<file path="config.mk">
export PLATFORM = sky130hd
export DESIGN_NAME = muldiv_unit
export DESIGN_NICKNAME = d
export VERILOG_FILES = /design/src/rtl/muldiv_unit.sv
export SDC_FILE = /design/constraint.sdc
export NUM_CORES = 1
export LEC_CHECK = 0
export BUFFER_PORTS_ARGS = -buffer_cell sky130_fd_sc_hd__buf_2
export CORE_UTILIZATION = 40
export DETAILED_ROUTE_END_ITERATION = 10
export RECOVER_POWER = 25
export SYNTH_ARGS = -nofsm -noshare
export SYNTH_HDL_FRONTEND = slang
export SYNTH_SLANG_ARGS = --single-unit
</file>
<file path="constraint.sdc">
create_clock -name clk -period 5.15 [get_ports clk]
set_input_delay 0.515 -clock clk [delete_from_list [all_inputs] [get_ports clk]]
set_output_delay 0.515 -clock clk [all_outputs]
set_load 0.05 [all_outputs]
</file>
<file path="src/rtl/muldiv_unit.sv">
// muldiv_unit: iterative 32x32 multiply / 32/32 divide unit for the EX stage.
// One multiplier bit (shift-add) or one quotient bit (restoring divide) is
// produced per cycle; a full operation spends 32 cycles in RUN, one in DONE.
//
// Handshake: start is sampled only while busy=0 (IDLE). A start seen with
// flush=0 at a rising edge is accepted at that edge; operands and op are
// captured there and ignored afterwards. done pulses for exactly one cycle,
// and hi/lo carry the new result from that cycle on until the next completion.
// flush abandons an operation without touching hi/lo; reset beats everything.
module muldiv_unit (
   input  logic        clk,
   input  logic        reset,
   input  logic        start,
   input  logic [1:0]  op,
   input  logic [31:0] operand_a,
   input  logic [31:0] operand_b,
   input  logic        flush,
   output logic        busy,
   output logic        stall,
   output logic        done,
   output logic [31:0] hi,
   output logic [31:0] lo
);

   typedef enum logic [1:0] {
      IDLE = 2'd0,
      RUN  = 2'd1,
      DONE = 2'd2
   } state_t;

   state_t      state;
   state_t      state_next;

   // Latched operation context
   logic [1:0]  op_q;
   logic [31:0] a_mag;
   logic [31:0] b_mag;
   logic        sign_a;
   logic        sign_b;
   logic [4:0]  iter_cnt;

   // Working register: mult = {partial product high, remaining multiplier};
   // div = {partial remainder, dividend bits shifting into quotient bits}.
   logic [63:0] acc;

   logic [31:0] hi_q;
   logic [31:0] lo_q;

   // Input-side decode
   logic        in_signed;
   logic [31:0] a_in_mag;
   logic [31:0] b_in_mag;
   logic        accept;

   // Iteration datapath
   logic [32:0] mul_sum;
   logic [63:0] mul_next;
   logic [32:0] div_trial;
   logic [63:0] div_next;
   logic [63:0] step_next;
   logic        last_iter;

   // Final result shaping
   logic        op_signed;
   logic        op_is_div;
   logic [63:0] prod_signed;
   logic [31:0] quo_final;
   logic [31:0] rem_final;
   logic [31:0] a_orig;
   logic [31:0] res_hi;
   logic [31:0] res_lo;

   // Signed ops are MULT (00) and DIV (10); op[1] selects divide.
   assign in_signed = ~op[0];
   assign op_signed = ~op_q[0];
   assign op_is_div = op_q[1];

   // Operand magnitudes for signed ops; unsigned ops pass raw values.
   always_comb begin
      a_in_mag = operand_a;
      b_in_mag = operand_b;
      if (in_signed && operand_a[31]) a_in_mag = 32'd0 - operand_a;
      if (in_signed && operand_b[31]) b_in_mag = 32'd0 - operand_b;
   end

   assign accept    = (state == IDLE) && start && !flush;
   assign last_iter = (state == RUN) && (iter_cnt == 5'd31);

   // Next-state logic; flush returns to IDLE from RUN or DONE.
   always_comb begin
      state_next = state;
      case (state)
         IDLE: begin
            if (start && !flush) state_next = RUN;
         end
         RUN: begin
            if (flush)                    state_next = IDLE;
            else if (iter_cnt == 5'd31)   state_next = DONE;
         end
         DONE: begin
            state_next = IDLE;
         end
         default: begin
            state_next = IDLE;
         end
      endcase
   end

   // One iteration of shift-add multiply and of restoring divide.
   always_comb begin
      // Multiply: add multiplicand into the high half when the current
      // multiplier LSB is set, then shift the whole 65-bit sum right.
      mul_sum  = {1'b0, acc[63:32]} + (acc[0] ? {1'b0, a_mag} : 33'd0);
      mul_next = {mul_sum, acc[31:1]};

      // Divide: shift {rem, dividend} left by one and try subtracting the
      // divisor from the top 33 bits; keep it only if it did not go negative.
      div_trial = acc[63:31] - {1'b0, b_mag};
      if (div_trial[32]) div_next = {acc[62:0], 1'b0};
      else               div_next = {div_trial[31:0], acc[30:0], 1'b1};

      step_next = op_is_div ? div_next : mul_next;
   end

   // Sign correction and the divide-by-zero override, applied to the value
   // the final iteration produces so it can be written on the DONE edge.
   always_comb begin
      prod_signed = step_next;
      if (op_signed && (sign_a ^ sign_b)) prod_signed = 64'd0 - step_next;

      quo_final = step_next[31:0];
      rem_final = step_next[63:32];
      if (op_signed && (sign_a ^ sign_b)) quo_final = 32'd0 - step_next[31:0];
      if (op_signed && sign_a)            rem_final = 32'd0 - step_next[63:32];

      // Rebuild the dividend exactly as presented (0x80000000 maps to itself).
      a_orig = a_mag;
      if (op_signed && sign_a) a_orig = 32'd0 - a_mag;

      res_hi = prod_signed[63:32];
      res_lo = prod_signed[31:0];
      if (op_is_div) begin
         if (b_mag == 32'd0) begin
            res_hi = a_orig;
            res_lo = 32'hFFFF_FFFF;
         end else begin
            res_hi = rem_final;
            res_lo = quo_final;
         end
      end
   end

   // State register.
   always_ff @(posedge clk) begin
      if (reset) state <= IDLE;
      else       state <= state_next;
   end

   // Operand capture, iteration progress and result registers.
   always_ff @(posedge clk) begin
      if (reset) begin
         op_q     <= 2'd0;
         a_mag    <= 32'd0;
         b_mag    <= 32'd0;
         sign_a   <= 1'b0;
         sign_b   <= 1'b0;
         iter_cnt <= 5'd0;
         acc      <= 64'd0;
         hi_q     <= 32'd0;
         lo_q     <= 32'd0;
      end else if (accept) begin
         op_q     <= op;
         a_mag    <= a_in_mag;
         b_mag    <= b_in_mag;
         sign_a   <= operand_a[31];
         sign_b   <= operand_b[31];
         iter_cnt <= 5'd0;
         // Multiply walks the multiplier; divide walks the dividend.
         acc      <= op[1] ? {32'd0, a_in_mag} : {32'd0, b_in_mag};
      end else if ((state == RUN) && !flush) begin
         acc      <= step_next;
         iter_cnt <= iter_cnt + 5'd1;
         if (last_iter) begin
            hi_q <= res_hi;
            lo_q <= res_lo;
         end
      end
   end

   assign busy  = (state != IDLE);
   assign stall = (state == RUN);
   assign done  = (state == DONE);
   assign hi    = hi_q;
   assign lo    = lo_q;

endmodule

</file>
==> reports/results.ini <==
[timing]
worst_pin_slew_ps=2390
fmax_mhz=201
fin_crit_sh=0.964
hold_violations=0
slew_viol_final=122
clock_skew_ps=32.0
fin_tns_setup_ps=0
timing.final.ws_setup_ps=185
relSlewSlack=-0.597
fin_crit_ps=4960
setup_viol=0

[synth]
synthAdderAreaFrac=0.0510
yosysUniqueCellTypes=96
muxShareOfSynthArea=0.0335
ys.flop_type=dfxtp_1
synth_nets=2647
synth_edf_count=0
yosys.area_share.simple=0.243
syn-cell-area_um2=18200
avgSynthCellArea_um2=7.28
synthCells=2504
synth_compound_area_frac=0.304
synthArstFlopShare=0
ys_seq_area_frac=0.223
synth_seq_cells=203
synth_xor_area_frac=0.0942
synth_top_family_by_area=compound AO/OA/AOI/OAI gates
yosysWarnings=0

[global_routing]
grt_remaining_overflow=0
grt_start_max_net_pins=122
grt_pass1_wl_mm=123
grt_usage=0.349
grt_pass1_vias=19500
antenna_found_initial=3

[clocking]
cts_buffers=25
clk_transition_reported_paths_ps=60
clk_latency_ps=590
cts_hold_buf=0
clkSinkCount=203
h-tree-depth=1
cts_tree=done
cts_root_buf=clkbuf_16
cts_buffer_depth=3

[power]
vdd_drop_max_v=0.000313
power.density_nw_per_um2=242
power.switching_mw=1.87
p_leak_nw=8.56
p_sw_frac=0.360
intPower_mw=3.33
p_seq_frac=0.327
clockPowerShare=0.375
totalPowerFinal_mw=5.20
comb_power_share=0.298

[cells_and_area]
final_area_um2=21400
drive_gt1_frac=0.155
layout.nets=2844
fin_util=0.481
area_growth_pct=17.7

[placement]
pre_cts_slack_ps=88.5
hpwl_mm=66.3
place_area_um2=20500
port_buffers=136
routabilityCongestion=1.03

[hold_path]
hold_class=primary input to register

[status]
outcome=finished with violations
violations=max-capacitance violations, max-slew violations

[worst_setup_path]
crit_required_ps=5660
cp_max_fo=6
crit_path_start_kind=register
cp_data_arrival_time_ps=5470
critical_path_class=register to register
end_kind=register

[die]
die_area_um2=46400
num_io_pins=137
dieHeight_um=215
core_um2=44600
chipWidth_um=215
initial_utilization=0.408
fp-row-count=77

[detailed_routing]
wl_per_cell_um=25.4
drtIter0Drc=2424
dr_total_vias=21000
drt-pass1-iter-count=9
drt-vias-per-instance=6.33
drtAntennaViolNets=0
route.detailed.drc=0
wl_mm=84.1

[job]
maxCapViolations=1

[state kept, by name (all words and copies together), names as in the netlist]
register	cells
acc	64
a_mag	32
b_mag	32
hi	32
lo	32
iter_cnt	5
op_q	2
state	2
sign_a	1
sign_b	1
[metrics by stage]
| step | instances | hold WS, ps |
|---|---|---|
| after global placement | 3264 | 446 |
| after CTS | 3310 | 224 |
| after floorplan | 2504 | 448 |
| after detailed placement | 3264 | 450 |
| after global routing | 3312 | 228 |
| final | 3314 | 231 |
[cells in the mapped netlist (13+ instances only)]
cell / count / area (µm²)
a22oi_1: 47 / 353
or2_2: 14 / 87.6
a21oi_1: 237 / 1190
and3_1: 23 / 144
nor2_1: 284 / 1070
dfxtp_1: 203 / 4060
and2_1: 48 / 300
a211oi_1: 85 / 638
buf_2: 26 / 130
clkbuf_1: 128 / 480
a41oi_1: 13 / 114
or3_1: 21 / 131
nor3_1: 75 / 375
nand4_1: 31 / 194
nand2b_1: 16 / 100
buf_1: 15 / 56.3
mux2_2: 22 / 248
nor4_1: 36 / 225
ha_1: 71 / 888
inv_1: 60 / 225
a21o_1: 30 / 225
a31oi_1: 42 / 263
xor2_1: 90 / 788
o31ai_1: 21 / 158
o211ai_1: 53 / 398
nor2b_1: 23 / 144
mux2i_1: 34 / 340
or4_1: 14 / 105
nand2_1: 218 / 818
nand3_1: 44 / 220
o21ai_0: 135 / 676
xnor2_1: 106 / 928
[cells by family (layout without fill, tap and decap cells)]
logic type	count (synthesis)	after routing
other	0	2
adders and majority gates	73	73
and+or+nand+nor	902	902
xor gates and xnor gates	196	196
muxes	57	57
AOI/OAI and AO/OA	837	837
DFF	203	203
buffers and inverters	236	452
[layer usage]
metal	share of wire	routed length [µm]	GRT usage	vias up
met2	0.44	37100	0.554	1070
met3	0.079	6610	0.0368	208
met5	0	0	0	-
met4	0.062	5240	0.191	0
li1	-	-	-	9698
met1	0.42	35100	0.463	9995
[power by group through the flow]
stage	registers [mW]	logic [mW]	clock network, mW
2_1_floorplan	1.70	0.908	0
3_3_place_gp	1.73	1.47	0
3_5_place_dp	1.73	1.48	0
4_1_cts	1.70	1.49	1.95
5_1_grt	1.70	1.64	2.02
6_report	1.70	1.55	1.95
[cell type report]
type / instances / area, µm²
well taps: 592 / 741
fillers: 4502 / 23200
clock inverters: 13 / 161
multi-input cells: 2065 / 13300
inverters: 60 / 225
diodes: 2 / 5.00
flip-flops and latches: 203 / 4070
repair buffers: 346 / 2190
clock buffers: 33 / 747
[repair_timing]
| action | in CTS | in global routing |
|---|---|---|
| endpoints found under the setup margin | 0 | 22 |
| hold endpoints to repair | 0 | 0 |
| gates resized for setup | 0 | 18 |
| buffers inserted | 0 | 2 |
[worst paths after layout]
path,start,end,slack (ps),cells past startpoint
max,b_mag[26],hi[22],190,21
min,operand_a[0],a_mag[0],230,3
max reg2reg,b_mag[26],hi[22],190,21
min reg2reg,hi[0],hi[0],460,2
[cells in the final DEF, fill, tap and decap left out, types with 63 or more instances in the layout]
master    instances
a211oi_1         85
a21oi_1         236
buf_2            72
buf_4           209
clkbuf_1         63
dfxtp_1         201
ha_1             70
nand2_1         218
nor2_1          280
nor3_1           75
o21ai_0         133
xnor2_1         106
xor2_1           90
[worst max-delay path: stages (launching register included)]
cell and delay, ps:
dfxtp_1 350, inv_1 110, ha_1 370, nand2_1 100
o21ai_0 500, o21ba_2 310, a21o_1 240, nor3_4 80
nor2_1 160, nand2_1 80, a31oi_1 210, inv_1 70
ha_1 230, nor4b_4 150, or4_1 500, o211ai_1 250
nor4b_2 100, buf_4 170, and3_1 250, mux2i_1 140
or4_1 470, o211ai_1 90
No activity file was read; power rests on OpenSTA's default activity.
